**src/rtl/pmp_fault_pkg.sv**
```systemverilog
// Shared definitions for the PMP fault capture unit: cause codes, FSM states
// and the layout of a queued fault record.
package pmp_fault_pkg;

    localparam logic [1:0] CAUSE_EXEC  = 2'b01;
    localparam logic [1:0] CAUSE_READ  = 2'b10;
    localparam logic [1:0] CAUSE_WRITE = 2'b11;

    typedef enum logic {
        RUN,
        HALTED
    } fault_state_t;

    // Record layout is {cause, pc, addr}, addr in the low byte.
    localparam int REC_W         = 18;
    localparam int REC_ADDR_LSB  = 0;
    localparam int REC_PC_LSB    = 8;
    localparam int REC_CAUSE_LSB = 16;

    function automatic logic [REC_W-1:0] pack_record(input logic [1:0] cause,
                                                     input logic [7:0] pc,
                                                     input logic [7:0] addr);
        return {cause, pc, addr};
    endfunction

endpackage

```
**src/rtl/pmp_fault_fifo.sv**
```systemverilog
// Small synchronous FIFO for fault records; pointers carry a wrap bit so
// full and empty are distinguished without a separate occupancy counter.
module pmp_fault_fifo #(
    parameter int DEPTH = 4,
    parameter int WIDTH = 18
) (
    input  logic             clk,
    input  logic             rst_n,
    input  logic             push,
    input  logic [WIDTH-1:0] push_data,
    output logic             full,
    output logic             drop,
    output logic             valid,
    input  logic             ready,
    output logic [WIDTH-1:0] head
);

    localparam int AW = $clog2(DEPTH);
    localparam logic [AW:0] PTR_ONE = (AW + 1)'(1);

    logic [AW:0]      wr_ptr;
    logic [AW:0]      rd_ptr;
    logic [WIDTH-1:0] mem [DEPTH];
    logic             pop;
    logic             push_ok;

    assign valid = (wr_ptr != rd_ptr);
    assign full  = (wr_ptr[AW-1:0] == rd_ptr[AW-1:0]) && (wr_ptr[AW] != rd_ptr[AW]);
    assign pop   = valid & ready;
    // A pop in the same cycle frees the slot the push lands in.
    assign push_ok = push & (~full | pop);
    assign drop    = push & full & ~pop;
    assign head    = mem[rd_ptr[AW-1:0]];

    always_ff @(posedge clk or negedge rst_n) begin
        if (!rst_n) begin
            wr_ptr <= '0;
            rd_ptr <= '0;
            for (int i = 0; i < DEPTH; i++) begin
                mem[i] <= '0;
            end
        end else begin
            if (push_ok) begin
                mem[wr_ptr[AW-1:0]] <= push_data;
                wr_ptr              <= wr_ptr + PTR_ONE;
            end
            if (pop) begin
                rd_ptr <= rd_ptr + PTR_ONE;
            end
        end
    end

endmodule

```
**src/rtl/pmp_fault_unit.sv**
```systemverilog
// PMP fault capture and halt controller: turns checker flag episodes into
// counted, queued fault records and freezes the PC on execute violations.
module pmp_fault_unit
    import pmp_fault_pkg::*;
#(
    parameter int DEPTH = 4,
    parameter int CNT_W = 8
) (
    input  logic             Clock,
    input  logic             Reset,
    input  logic [7:0]       PC_In,
    input  logic [7:0]       Data_Addr,
    input  logic             instr_exec_violation,
    input  logic             data_read_violation,
    input  logic             data_write_violation,
    input  logic             Resume,
    input  logic             Clear_Counts,
    output logic             Halt_Req,
    output logic             rd_valid,
    input  logic             rd_ready,
    output logic [1:0]       rd_cause,
    output logic [7:0]       rd_pc,
    output logic [7:0]       rd_addr,
    output logic [CNT_W-1:0] exec_count,
    output logic [CNT_W-1:0] read_count,
    output logic [CNT_W-1:0] write_count,
    output logic             Overflow
);

    fault_state_t state, next_state;

    logic             exec_prev, read_prev, write_prev;
    logic             ev_exec, ev_read, ev_write;
    logic             acc_exec, acc_read, acc_write;
    logic             push;
    logic [1:0]       push_cause;
    logic [7:0]       push_addr;
    logic             fifo_full;
    logic             fifo_drop;
    logic [REC_W-1:0] head;

    function automatic logic [CNT_W-1:0] sat_inc(input logic [CNT_W-1:0] v);
        return (v == '1) ? v : v + CNT_W'(1);
    endfunction

    assign ev_exec  = instr_exec_violation & ~exec_prev;
    assign ev_read  = data_read_violation  & ~read_prev;
    assign ev_write = data_write_violation & ~write_prev;

    always_ff @(posedge Clock or negedge Reset) begin
        if (!Reset) begin
            exec_prev  <= 1'b0;
            read_prev  <= 1'b0;
            write_prev <= 1'b0;
            state      <= RUN;
        end else begin
            exec_prev  <= instr_exec_violation;
            read_prev  <= data_read_violation;
            write_prev <= data_write_violation;
            state      <= next_state;
        end
    end

    // Only one event per cycle survives; HALTED accepts an exec only when it
    // coincides with Resume, which then keeps the core frozen.
    always_comb begin
        next_state = state;
        acc_exec   = 1'b0;
        acc_read   = 1'b0;
        acc_write  = 1'b0;
        case (state)
            RUN: begin
                if (ev_exec) begin
                    acc_exec   = 1'b1;
                    next_state = HALTED;
                end else if (ev_read) begin
                    acc_read = 1'b1;
                end else if (ev_write) begin
                    acc_write = 1'b1;
                end
            end
            HALTED: begin
                if (Resume) begin
                    if (ev_exec) begin
                        acc_exec = 1'b1;
                    end else begin
                        next_state = RUN;
                    end
                end
            end
            default: next_state = RUN;
        endcase
    end

    assign Halt_Req   = (state == HALTED) | ((state == RUN) & ev_exec);
    assign push       = acc_exec | acc_read | acc_write;
    assign push_cause = acc_exec ? CAUSE_EXEC : (acc_read ? CAUSE_READ : CAUSE_WRITE);
    assign push_addr  = acc_exec ? 8'h00 : Data_Addr;

    always_ff @(posedge Clock or negedge Reset) begin
        if (!Reset) begin
            exec_count  <= '0;
            read_count  <= '0;
            write_count <= '0;
            Overflow    <= 1'b0;
        end else if (Clear_Counts) begin
            exec_count  <= '0;
            read_count  <= '0;
            write_count <= '0;
            Overflow    <= 1'b0;
        end else begin
            if (acc_exec)  exec_count  <= sat_inc(exec_count);
            if (acc_read)  read_count  <= sat_inc(read_count);
            if (acc_write) write_count <= sat_inc(write_count);
            if (fifo_drop) Overflow    <= 1'b1;
        end
    end

    pmp_fault_fifo #(
        .DEPTH(DEPTH),
        .WIDTH(REC_W)
    ) u_fifo (
        .clk       (Clock),
        .rst_n     (Reset),
        .push      (push),
        .push_data (pack_record(push_cause, PC_In, push_addr)),
        .full      (fifo_full),
        .drop      (fifo_drop),
        .valid     (rd_valid),
        .ready     (rd_ready),
        .head      (head)
    );

    assign rd_cause = head[REC_CAUSE_LSB +: 2];
    assign rd_pc    = head[REC_PC_LSB +: 8];
    assign rd_addr  = head[REC_ADDR_LSB +: 8];

    // fifo_full is implied by fifo_drop for overflow purposes but kept visible
    // for debug probing of the queue state.
    logic unused_full;
    assign unused_full = fifo_full;

endmodule

```
**config.mk**
```make
export PLATFORM = sky130hd
export DESIGN_NAME = pmp_fault_unit
export DESIGN_NICKNAME = d
export VERILOG_FILES = /design/src/rtl/pmp_fault_pkg.sv /design/src/rtl/pmp_fault_fifo.sv /design/src/rtl/pmp_fault_unit.sv
export SDC_FILE = /design/constraint.sdc
export NUM_CORES = 1
export LEC_CHECK = 0
export BUFFER_PORTS_ARGS = -buffer_cell sky130_fd_sc_hd__clkbuf_2
export CAP_MARGIN = 20
export CORE_UTILIZATION = 30
export DETAILED_ROUTE_END_ITERATION = 8
export PLACE_DENSITY_LB_ADDON = 0.2
export SETUP_SLACK_MARGIN = 0.02
export SLEW_MARGIN = 25
export SYNTH_ARGS = -nofsm -noshare
export SYNTH_HDL_FRONTEND = slang
export SYNTH_HIERARCHICAL = 1
export SYNTH_SLANG_ARGS = --single-unit
```
**constraint.sdc**
```tcl
create_clock -name Clock -period 2.3 [get_ports Clock]
set_input_delay 0.46 -clock Clock [delete_from_list [all_inputs] [get_ports Clock]]
set_output_delay 0.46 -clock Clock [all_outputs]
set_load 0.005 [all_outputs]
```
==> parameters.txt <==
Parameter                              Value

Place
  Placed Instances ... 660
  Routability cong. ... 0.737
  Final HPWL from detailed placement ... 7110 µm
  # port buffers ... 68

Critical path
  Critical path origin ... u_fifo/rd_ptr[0]
  Critical path arrival ... around 1.7 ns
  Reg2reg start ... exec_prev
  Capturing element type of the critical path ... output pin
  Largest fanout on the critical path ... 9
  Kind of critical path ... reg -> out
  Required time at the endpoint of the critical path ... 1.84 ns
  Register-to-register path setup slack ... a little under 0.3 ns
  Worst r2r path cells ... 5
  Critical register-to-register path endpoint ... write_count[5]
  Setup crit start kind ... register
  Capturing instance or port of the critical path ... rd_pc[2]

Yosys
  Synth unique cells ... between 40 and 50
  Synthesis Warnings ... 6
  Ys flop type ... dfrtp_1
  Most frequent cells after synthesis ... 107 x dfrtp_1, 75 x mux2_2, 18 x mux4_2, 15 x a21oi_1, 13 x and2_1
  Number of instances in the synthesized netlist ... between 300 and 400
  Cell types with the largest area share after synthesis ... dfrtp_1 52%, mux2_2 16%, mux4_2 7.9%
  Sequential area share after synthesis ... 0.520
  Post-Syn Area per Cell ... 13.9 µm²
  Library cell with the highest instance count after synthesis ... dfrtp_1
  Cell Area, Synth ... approximately 5100 µm²
  Share of flip-flops with an asynchronous set or reset ... 1.00
  Syn Nets ... between 400 and 500
  Flops & latches, synth ... ~110
  Synth area leader ... dfrtp_1
  Number of flops mapped to enable cells by yosys ... 0
  Area share of the largest cell type after synthesis ... 0.520

STA
  Worst Clk Skew ... roughly 0.011 ns
  Measured slew at the worst slew-check pin ... 0.619 ns
  Number of hold-slack violations in the final timing report ... 0
  Setup Total Neg Slack ... 0 ns
  Min Hold Slack ... between 0.1 and 0.15 ns
  Min Tclk post-route ... about 2.2 ns
  Highest clock frequency the design can meet ... approximately 460 MHz
  Final period utilization ... 0.947
  Final number of setup-violating endpoints ... 0
  Max transition margin ... 0.585
  Final max-slew violation count ... 0
  Setup repair after global routing missed its margin ... true

Power and ir drop
  Portion of total power attributed to sequential cells ... 0.391
  Clock share of power ... 0.223
  Net Sw Frac ... 0.309
  Power density of the placed cells ... about 1200 nW/µm²
  Combinational share of power ... 0.386
  Net switching power of the design ... 2320 µW
  Internal power consumption ... 5170 µW
  Leakage dissipation ... 0.00269 µW
  Worst VDD drop ... 0.435 mV

Routing
  Remaining DRCs ... 0
  Count of nets left with antenna violations after detail routing ... 0
  Total number of vias ... 3352
  DRT Pass-1 Iters ... 4
  Mean routed wirelength per cell ... ~16 µm
  Initial detailed-routing violation count ... 59
  Total length of routed wires ... 10900 µm
  Vias/cell ... 4.96

Global routing
  Number of global-route vias before repair ... between 3k and 4k
  GRT Total Usage ... 0.134
  Sum of overflow across all layers after global routing ... 0
  Largest net degree at the start of global routing ... 108
  First-pass GRT wire length ... 18300 µm
  Initial antenna violation count ... 0

Die
  Die height ... 133 µm
  Effective utilization at floorplan ... 0.309
  Die footprint ... about 18000 µm²
  Cell row count ... 47
  Core ar. ... 16600 µm²
  Die X-Extent ... 133 µm
  Top Ports ... 69

Final layout
  Fraction of final layout cells sized beyond drive strength 1 ... 0.456
  Post-route non-filler standard cell count ... 676
  Layout Nets ... 483
  Filler cell count ... 1648
  Area occupied by multi-input gates ... about 2400 µm²
  Share of the core filled with cells ... 0.376
  Register Area ... between 2000 and 3000 µm²
  Syn-to-layout area delta ... 21.4%
  Number of antenna cells inserted ... 0

Clock network
  Total clock sinks ... around 110
  Clock-pin slew of the registers on the worst-case setup and hold paths ... 0.08 ns
  Number of buffers inserted during clock tree synthesis ... 9
  Hold-fix buffers at CTS ... 0
  Later-pin clock latency in the skew report ... 0.35 ns
  Post-CTS Repair Setup Buffers ... 0
  Level count of the clock H-tree ... 3
  Root Buffer ... clkbuf_16
  CTS max path bufs ... 2
  CTS tree ... yes

Worst hold path
  Type of the worst min-delay path ... in -> async

Job
  Number of max-cap violations ... 0

Run status
  Outcome ... complete, no violations
metrics by stage:
| stage | worst slack [ns] | total power [µW] | cell area, µm² |
|---|---|---|---|
| 6_report | 0.123 | 7490 | 6250 |
| 2_1_floorplan | 0.0256 | 4880 | 5180 |
| 5_1_grt | 0.0183 | 8020 | 6250 |
| 3_5_place_dp | 0.0172 | 5910 | 5920 |
| 3_3_place_gp | 0.0526 | 5820 | 5920 |
| 4_1_cts | 0.0440 | 7630 | 6250 |
flip-flops by register name, indices dropped and copies added, names as in the netlist:
register	cells
u_fifo/mem	72
exec_count	8
read_count	8
write_count	8
u_fifo/rd_ptr	3
u_fifo/wr_ptr	3
Overflow	1
exec_prev	1
read_prev	1
state	1
write_prev	1
placed cells by master (no fill, tap or decap), drive strengths merged, types with 8 or more instances in the layout:
cell / instances
nand2: 11
buf: 19
dfrtp: 107
o41ai: 10
inv: 8
mux4: 18
or4: 10
clkbuf: 76
o21ai: 8
mux2: 75
ha: 8
nand3: 10
a21oi: 15
and2: 13
routing by layer:
| layer | vias up | share of wire | track usage |
|---|---|---|---|
| li1 | 1566 | - | - |
| met1 | 1714 | 0.47 | 0.176 |
| met2 | 59 | 0.47 | 0.210 |
| met3 | 13 | 0.039 | 0.0326 |
| met4 | 0 | 0.019 | 0.0568 |
| met5 | - | 0 | 0 |
power groups by stage:
| stage | logic (µW) | clock network, µW | registers [µW] |
|---|---|---|---|
| floorplan | 2030 | 0 | 2850 |
| finish | 2890 | 1670 | 2930 |
| CTS | 2950 | 1740 | 2930 |
| global placement | 2890 | 0 | 2940 |
| global route | 3170 | 1820 | 3030 |
| detailed placement | 2940 | 0 | 2970 |
worst min-delay path by stage:
stage / start / slack [ns] / to / cells past startpoint
after detailed placement: u_fifo/mem[38] / 0.49 / u_fifo/mem[38] / 1
after global routing: data_write_violation / 0.21 / write_prev / 1
after global placement: u_fifo/mem[3] / 0.48 / u_fifo/mem[3] / 1
after floorplan: Reset / 0.16 / Overflow / 0
final: Reset / 0.13 / write_count[2] / 2
after CTS: Reset / 0.20 / write_count[2] / 2
layout make-up:
class / count / share of cell area
well taps: 220 / 0.0440
clock buffers: 9 / 0.0360
repair buffers: 86 / 0.0931
multi-input cells: 240 / 0.378
inverters: 7 / 0.00420
clock inverters: 7 / 0.0160
flip-flops and latches: 107 / 0.428
kinds of logic (layout without fill, tap and decap cells):
kind of cell             Yosys count  in the layout  share of synthesized area
flip-flops                       107            107                      0.520
AO/OA/AOI/OAI                     51             51                     0.0829
AND/OR/NAND/NOR                   78             78                     0.0895
buffers and inverters             24            109                     0.0248
XOR/XNOR                           9              9                     0.0182
multiplexers                      94             94                      0.245
adder cells (fa/ha/maj)            8              8                     0.0195
timing repair:
action                                  CTS  global route
endpoints found under the setup margin    0             3
endpoints found under the hold margin     0             0
gates resized for setup                   0             1
critical path: stages, from the launching register on:
cell	delay, ns
dfrtp_1	0.44
buf_4	0.27
mux4_2	0.53
clkbuf_2	0.13
Note: power is estimated with default switching activity, not from simulation.
